--- config.mk ---
export PLATFORM = sky130hd
export DESIGN_NAME = icache_axi_refill
export DESIGN_NICKNAME = d
export VERILOG_FILES = /design/src/rtl/icache_axi_refill.sv
export SDC_FILE = /design/constraint.sdc
export NUM_CORES = 1
export LEC_CHECK = 0
export CAP_MARGIN = 5
export CORE_MARGIN = 2
export CORE_UTILIZATION = 45
export CTS_CLUSTER_DIAMETER = 100
export DETAILED_ROUTE_END_ITERATION = 10
export GPL_ROUTABILITY_DRIVEN = 1
export PLACE_DENSITY_LB_ADDON = 0.1
export SYNTH_ARGS = -nofsm -noshare
export SYNTH_HDL_FRONTEND = slang
export SYNTH_SLANG_ARGS = --single-unit
export TNS_END_PERCENT = 20
--- constraint.sdc ---
create_clock -name clk -period 2 [get_ports clk]
set_input_delay 0.5 -clock clk [delete_from_list [all_inputs] [get_ports clk]]
set_output_delay 0.5 -clock clk [all_outputs]
set_load 0.05 [all_outputs]
--- src/rtl/icache_axi_refill.sv ---
// Instruction-cache line refill: one 8-beat AXI4 read burst per miss, collected into a line buffer.
// Build option ICACHE_REFILL_CRITICAL_FIRST_EN: WRAP burst that starts at the missed word.
module icache_axi_refill #(
  parameter int         OFFSET_LEN = 5,
  parameter logic [3:0] AXI_ID     = 4'd0
) (
  input  logic                              clk,
  input  logic                              rst,
  input  logic                              req,
  input  logic [31:0]                       addr,
  output logic                              axi_mem_gnt,
  output logic [32*(1<<(OFFSET_LEN-2))-1:0] ins,
  output logic                              resp_err,
  output logic [3:0]                        arid,
  output logic [31:0]                       araddr,
  output logic [7:0]                        arlen,
  output logic [2:0]                        arsize,
  output logic [1:0]                        arburst,
  output logic                              arvalid,
  input  logic                              arready,
  output logic [1:0]                        arlock,
  output logic [3:0]                        arcache,
  output logic [2:0]                        arprot,
  input  logic [3:0]                        rid,
  input  logic [31:0]                       rdata,
  input  logic [1:0]                        rresp,
  input  logic                              rlast,
  input  logic                              rvalid,
  output logic                              rready
);
  localparam int WORDS = 1 << (OFFSET_LEN - 2);
  localparam int IDXW  = OFFSET_LEN - 2;
  localparam logic [IDXW-1:0] LAST_BEAT = IDXW'(WORDS - 1);

  typedef enum logic [1:0] {S_IDLE, S_AR, S_R, S_DONE} state_t;

  state_t              state_q, state_d;
  logic [31:0]         araddr_q, araddr_d;
  logic [IDXW-1:0]     cnt_q, cnt_d;
  logic [IDXW-1:0]     widx_q, widx_d;
  logic                err_q, err_d;
  logic [32*WORDS-1:0] ins_q, ins_d;
  logic                beat;
  logic [31:0]         start_addr;
  logic [IDXW-1:0]     start_idx;
  logic                unused_ok;

`ifdef ICACHE_REFILL_CRITICAL_FIRST_EN
  localparam logic [1:0] BURST = 2'b10;
  assign start_addr = {addr[31:2], 2'b00};
  assign start_idx  = addr[OFFSET_LEN-1:2];
`else
  localparam logic [1:0] BURST = 2'b01;
  assign start_addr = {addr[31:OFFSET_LEN], {OFFSET_LEN{1'b0}}};
  assign start_idx  = '0;
`endif

  assign unused_ok = ^{rid, addr[OFFSET_LEN-1:0]};

  always_ff @(posedge clk) begin
    if (rst) begin
      state_q  <= S_IDLE;
      araddr_q <= '0;
      cnt_q    <= '0;
      widx_q   <= '0;
      err_q    <= 1'b0;
      ins_q    <= '0;
    end else begin
      state_q  <= state_d;
      araddr_q <= araddr_d;
      cnt_q    <= cnt_d;
      widx_q   <= widx_d;
      err_q    <= err_d;
      ins_q    <= ins_d;
    end
  end

  assign beat = (state_q == S_R) && rvalid;

  always_comb begin
    state_d = state_q;
    case (state_q)
      S_IDLE:  if (req) state_d = S_AR;
      S_AR:    if (arready) state_d = S_R;
      S_R:     if (beat && cnt_q == LAST_BEAT) state_d = S_DONE;
      S_DONE:  state_d = S_IDLE;
      default: state_d = S_IDLE;
    endcase
  end

  // Completion follows the beat count only; rlast is merely cross-checked into the error flag.
  always_comb begin
    araddr_d = araddr_q;
    cnt_d    = cnt_q;
    widx_d   = widx_q;
    err_d    = err_q;
    ins_d    = ins_q;
    if (state_q == S_IDLE && req) begin
      araddr_d = start_addr;
      cnt_d    = '0;
      widx_d   = start_idx;
      err_d    = 1'b0;
    end
    if (beat) begin
      for (int i = 0; i < WORDS; i++) begin
        if (widx_q == IDXW'(i)) ins_d[32*i +: 32] = rdata;
      end
      cnt_d  = cnt_q + IDXW'(1);
      widx_d = widx_q + IDXW'(1);
      if (rresp != 2'b00 || rlast != (cnt_q == LAST_BEAT)) err_d = 1'b1;
    end
  end

  always_comb begin
    arvalid     = (state_q == S_AR);
    rready      = (state_q == S_R);
    axi_mem_gnt = (state_q == S_DONE);
  end

  assign araddr   = araddr_q;
  assign ins      = ins_q;
  assign resp_err = err_q;
  assign arid     = AXI_ID;
  assign arlen    = 8'(WORDS - 1);
  assign arsize   = 3'd2;
  assign arburst  = BURST;
  assign arlock   = 2'b00;
  assign arcache  = 4'b0000;
  assign arprot   = 3'b000;

endmodule

==> metrics.cfg, run 1 <==
[sta]
fin_setup_tns_ns = 0
layout_worst_path_cycle_share_pct = 96.9
whs_ns = 0.332
worst_clock_skew_ns = 0.0123
rsz0062_at_grt = false
period_needed_ns = 1.94
fmax_mhz = 516
tightest_slew_ns = 0.556
max_slew_margin_pct = 62.8
maxSlewViolCount = 0
final-hold-violation-count = 0
setup_violations = 0

[synthesis]
synthesis.area_mm2 = 0.0109
synth-edff-count = 0
synth-compound-area-share_pct = 13.7
syn_inst = 1370
synth_top_family_by_area = simple AND/OR/NAND/NOR gates
ys_seq_elements = 292
synthTopCellsByArea = dfxtp_1 (54%), nand2_1 (20%), a21oi_1 (13%)
synth-xor-area-share_pct = 0.0806
synth_warnings = 0
seq_area_frac_synth_pct = 53.8
synth_flop_cell = dfxtp_1
synth-adder-area-share_pct = 1.38
async_reset_ff_share_pct = 0
ys_top_cells_by_count = nand2_1 (569), dfxtp_1 (292), a21oi_1 (285)
synth_mux_area_share_pct = 0.276
synth_top_area_share_pct = 53.8
synthSimpleGateAreaFrac_pct = 21.8
yosys.area.top_type = dfxtp_1
ys_types = 28
avgSynthCellArea_um2 = 7.93
synth.most_common_cell = nand2_1

[detailed_routing]
wirelength_mm = 33.6
ant_nets = 0
vias_per_cell = 5.00
drc = 0
vias = 10100
wl_per_cell_um = 16.7
drtIter0Drc = 588
firstDrtPassIters = 5

[clocking]
cts_root_buffer = clkbuf_16
hold_buffers = 0
clk_pin_slew_ns = 0.06
cts_tree = yes
htree_levels = 1
cts_sinks = 292
clock_latency_ns = 0.54
cts_made_buffers = 30
cts_max_path_buffers = 3

[worst_setup_path]
critPathArrivalTime_ns = 1.44
path_depth = 3
r2r_cells = 7
crit_slowest_cell = dfxtp_2
cp_max_fo = 4
start_kind = flop
endpoint_kind = output port
worstPathRequired_ns = 1.50
worstPathCellList = inv_1 > ha_1 > buf_4
path_delay_family = flip-flops
cpPeakStageDelay_ns = 0.37
worstSetupPathType = reg2out
cp_num_buf_inv = 2

[min_path]
min_path_cells = 2
hp-class = in2reg

[placed_design]
hpwl_mm = 23.2
post_dp_cell_area_mm2 = 0.0142
portBuffers = 353
gp_congestion = 0.797

[pwr]
leakage_nw = 6.35
ir_worst_vdd_mv = 0.824
powerDensity_mw_per_mm2 = 944
finalPower_mw = 14.2

[cells_and_area]
final_cell_area_mm2 = 0.0151
diodes = 0
syn_to_final_growth_pct = 38.8
nets = 1760
multiInputGateArea_mm2 = 0.00418
drive_gt1_share_pct = 15.3
fillers = 2153
regArea_mm2 = 0.00585

[global_route]
antenna_found_initial = 0
grt_pass1_wl_mm = 52.4
grt_use_total_pct = 25.5
grt_remaining_overflow = 0
grt_max_degree = 84
grt_pass1_vias = 9381

[die]
dieArea_mm2 = 0.0254
die_w_um = 159
start_util_pct = 46.0
rows = 56
die_h_um = 159
coreArea_mm2 = 0.0236
io_pins = 394

[outcome]
status = finished, final reports clean

[job]
max_cap_viol_count = 0

layout make-up:
cell class	instances	area share, %
sequential	292	38.8
timing repair buffer	403	24.0
multi-input combinational	937	27.7
inverter	8	0.199
clock buffer	45	5.96
tap	319	2.65
clock inverter	7	0.730
layout by cell type, fill, tap and decap left out, types with 2 or more instances in the layout:
| master | netlist | routed |
|---|---|---|
| a21oi_1 | 285 | 285 |
| a22oi_1 | 4 | 4 |
| and2_1 | 2 | 2 |
| and3_1 | 2 | 2 |
| and4_1 | 3 | 3 |
| and4b_1 | 3 | 2 |
| buf_12 | 0 | 20 |
| buf_4 | 45 | 178 |
| bufinv_16 | 0 | 3 |
| clkbuf_1 | 31 | 7 |
| clkbuf_16 | 0 | 31 |
| clkbuf_8 | 0 | 8 |
| clkdlybuf4s50_1 | 0 | 65 |
| clkinv_2 | 0 | 4 |
| conb_1 | 2 | 31 |
| dfxtp_1 | 292 | 290 |
| dfxtp_2 | 0 | 2 |
| dlygate4sd2_1 | 0 | 138 |
| ha_1 | 12 | 11 |
| inv_1 | 8 | 7 |
| mux2i_1 | 3 | 3 |
| nand2_1 | 569 | 569 |
| nand2b_1 | 3 | 3 |
| nand3_2 | 2 | 2 |
| nand4_2 | 3 | 3 |
| nand4b_2 | 3 | 3 |
| nor2_1 | 7 | 7 |
final timing paths:
| check | slack (ns) | start | end |
|---|---|---|---|
| max | 0.06 | state_q[1] | arvalid |
| min | 0.33 | rst | araddr[6] |
| max reg2reg | 0.33 | state_q[0] | ins[76] |
| min reg2reg | 0.45 | ins[55] | ins[55] |
power by group:
group	total [mW]	switching, mW	internal (mW)
Clock	5.67	2.22	3.45
Sequential	6.15	0.120	6.03
Combinational	2.42	1.69	0.735
Total	14.2	4.02	10.2
kinds of logic after synthesis:
family / count (synthesis)
multiplexers: 3
AND/OR/NAND/NOR: 597
AO/OA/AOI/OAI: 293
XOR/XNOR: 1
buffers and inverters: 170
flip-flops: 292
other: 2
adder cells (fa/ha/maj): 12
metrics by stage:
step,instances,utilization [%],worst slack (ns)
after global placement,1958,60.2,0.00642
after CTS,2010,63.8,-0.0622
after floorplan,1399,-,0.166
after detailed placement,1958,60.2,-0.0176
after global routing,2011,63.9,0.00815
final,2011,63.9,0.0627
sequential cells by signal (all words and copies together) (netlist names):
signal    flops
resp_err      1
araddr       27
state_q       2
widx_q        3
cnt_q         3
ins         256
what timing repair did:
item	4_1_cts	5_1_grt
setup endpoints to repair	139	1
gates resized for setup	143	1
buffers inserted	0	1
metal layers:
layer / global-route usage (%) / wire length [um] / part of all wire, % / up-vias
met1: 31.6 / 13800 / 41 / 4711
met4: 6.57 / 811 / 2.4 / 0
li1: - / - / - / 4912
met2: 43.9 / 16300 / 49 / 371
met5: 0 / 0 / 0 / -
met3: 7.01 / 2660 / 7.9 / 57
(Power assumes the default switching activity.)
==> run 2: changes to the inputs <==
--- a/config.mk
+++ b/config.mk
@@ -7,11 +7,12 @@
 export LEC_CHECK = 0
 export CAP_MARGIN = 5
 export CORE_MARGIN = 2
-export CORE_UTILIZATION = 45
+export CORE_UTILIZATION = 48
 export CTS_CLUSTER_DIAMETER = 100
 export DETAILED_ROUTE_END_ITERATION = 10
 export GPL_ROUTABILITY_DRIVEN = 1
 export PLACE_DENSITY_LB_ADDON = 0.1
+export SLEW_MARGIN = 10
 export SYNTH_ARGS = -nofsm -noshare
 export SYNTH_HDL_FRONTEND = slang
 export SYNTH_SLANG_ARGS = --single-unit
==> constraint.sdc (replaced) <==
create_clock -name clk -period 2.32 [get_ports clk]
set_input_delay 0.58 -clock clk [delete_from_list [all_inputs] [get_ports clk]]
set_output_delay 0.58 -clock clk [all_outputs]
set_load 0.05 [all_outputs]
==> run 2 against run 1 <==
  * Flip-flop and latch count did not move
  * Clock skew fell by 0.0036 ns
  * Clock power fell by 13%
  * Sequential share of layout area fell by 1.2 points
  * Critical path type unchanged
  * Routed wire length rose by 0.60%
  * Hold slack improved by 0.057 ns
  * Largest cell class unchanged
  * Largest power group unchanged
  * Core utilization rose by 5.4 points
  * Combinational power fell by 14%
  * Sequential power fell by 14%
  * Cell count fell by 1.9%
  * Critical endpoint is now ins[40]
==> metrics.cfg, run 2 (synthesized netlist as in run 1, its figures left out) <==
[detailed_routing]
vias = 10000  ; -0.30%
vias_per_cell = 5.08  ; +1.7%
drtIter0Drc = 569  ; -3.2%
ant_nets = 0  ; unchanged
wl_per_cell_um = 17.2  ; +2.6%
drc = 0  ; unchanged
wirelength_mm = 33.8  ; +0.60%
firstDrtPassIters = 8  ; +3

[outcome]
status = finished, final reports clean

[pwr]
powerDensity_mw_per_mm2 = 791  ; -16%
leakage_nw = 7.04  ; +11%
ir_worst_vdd_mv = 0.807  ; -2.0%

[worst_setup_path]
rr_startpoint = state_q[0]
cp_max_fo = 2  ; -2
critPathArrivalTime_ns = 1.71  ; +0.27 ns
crit_slowest_cell = clkdlybuf4s50_1
cpPeakStageDelay_ns = 0.84  ; +0.47 ns
worstSetupPathType = reg2out
worstPathCellList = clkdlybuf4s50_1
r2r_cells = 6  ; -1
rrSetupSlack_ns = 0.62  ; +0.29 ns
cp_num_buf_inv = 1  ; -1
path_delay_family = buffers and inverters
start_kind = flop
endpoint_kind = output port
r2r-end = ins[173]
worstPathRequired_ns = 1.74  ; +0.24 ns

[die]
dieArea_mm2 = 0.0239  ; -6.1%
coreArea_mm2 = 0.0224  ; -5.0%
io_pins = 394  ; unchanged
die_w_um = 154  ; -3.1%
die_h_um = 154  ; -3.1%
rows = 55  ; -1.8%
start_util_pct = 48.4  ; +2.4 points

[sta]
fmax_mhz = 436
rsz0062_at_grt = false
layout_worst_path_cycle_share_pct = 98.8
fin_setup_tns_ns = 0  ; unchanged
tightest_slew_ns = 0.586  ; +0.0296 ns
whs_ns = 0.389  ; +0.0575 ns
setup_violations = 0  ; unchanged
maxSlewViolCount = 0  ; unchanged
worst_clock_skew_ns = 0.00870  ; -0.00363 ns
max_slew_margin_pct = 60.9  ; -1.9 points
period_needed_ns = 2.29
final-hold-violation-count = 0  ; unchanged

[cells_and_area]
final_cell_area_mm2 = 0.0155  ; +3.1%
syn_to_final_growth_pct = 43.1
layout_commonest_cell = nand2_1
largest_reg_flops = 256  ; unchanged
diodes = 0  ; unchanged
nets = 1752  ; -0.45%
mostFrequentLayoutCells = nand2_1 (569), dfxtp_1 (292), a21oi_1 (285)
fillers = 1848  ; -14%
drive_gt1_share_pct = 6.46  ; -8.8 points

[placed_design]
hpwl_mm = 22.6  ; -2.6%
portBuffers = 353  ; unchanged
gp_congestion = 0.788  ; -1.2%
post_dp_cell_area_mm2 = 0.0143  ; +0.82%

[global_route]
grt_remaining_overflow = 0  ; unchanged
grt_use_total_pct = 27.2  ; +1.7 points
grt_pass1_vias = 9427  ; +0.49%
grt_pass1_wl_mm = 51.8  ; -1.1%
grt_max_degree = 77  ; -8.3%
antenna_found_initial = 0  ; unchanged

[clocking]
cts_max_path_buffers = 3  ; unchanged
cts_sinks = 292  ; unchanged
cts_made_buffers = 31  ; +3.3%
cts_tree = yes
clock_latency_ns = 0.55  ; about the same
htree_levels = 1  ; unchanged
cts_root_buffer = clkbuf_16
clk_pin_slew_ns = 0.06  ; about the same
post-cts-setup-buffers = 0  ; unchanged

[job]
max_cap_viol_count = 0  ; unchanged

[min_path]
hp-start = rst
hp-class = in2reg
whs_endpoint = widx_q[2]
min_path_cells = 2  ; unchanged

## run 2: cell types whose count changed in the layout (fill, tap and decap cells not counted), moves of 5 or more
cell / previous run / this run
buf_4: 178 / 36
clkdlybuf4s50_1: 65 / 230
dlygate4sd2_1: 138 / 33
dlymetal6s2s_1: 0 / 86
clkinv_2: 4 / 9
buf_12: 20 / 8
## run 2: area by class of cell
type                    instances  area (um^2)  share of cell area (%)
flip-flops and latches        292         5850                    37.6
inverters                       8         30.0                   0.193
clock buffers                  41          863                    5.55
clock inverters                15          159                    1.02
repair buffers                394         4110                    26.5
multi-input cells             937         4180                    26.9
well taps                     285          357                    2.29
## run 2: repair_timing
action,CTS,global route
hold buffers,0,0
endpoints found under the setup margin,34,86
resized for setup,35,86
## run 2: worst max-delay path by stage
stage	slack (ns)	end	depth (start not counted)	startpoint
after floorplan	0.49	ins[49]	8	state_q[0]
after detailed placement	0.21	ins[173]	6	rvalid
after CTS	0.0002	ins[23]	1	ins[23]
after global routing	0.00002	ins[40]	1	ins[40]
final	0.03	ins[40]	1	ins[40]
after global placement	0.28	ins[164]	6	rvalid
## run 2: through the flow
step	utilization (%)	setup slack, ns	std cells	total power, mW
global placement	63.9	0.277	1916	7.44
floorplan	-	0.486	1399	6.84
finish	69.3	0.0282	1972	12.3
global route	69.3	0.0000185	1972	12.7
CTS	68.3	0.000168	1972	12.4
detailed placement	63.9	0.210	1916	7.47
## run 2: report_power, final
part           switching [mW]  internal, mW
Sequential             0.0993          5.19
Combinational            1.44         0.643
Clock                    1.99          2.94
## run 2: worst reg2reg max path: cells and delay by family, from the launching register on
kind	cells	cell delay, ns
simple gates	2	0.36
flops	1	0.34
compound gates	1	0.20
buf+inv	2	0.41
fa+ha+maj	1	0.29
## run 2: routing by layer
metal / part of all wire (%) / wire, um / global-route usage (%) / vias to the layer above
met3: 8.0 / 2690 / 7.23 / 84
li1: - / - / - / 4876
met1: 41 / 13800 / 33.7 / 4683
met5: 0 / 0 / 0 / -
met4: 3.9 / 1330 / 10.7 / 0
met2: 47 / 16000 / 45.3 / 378
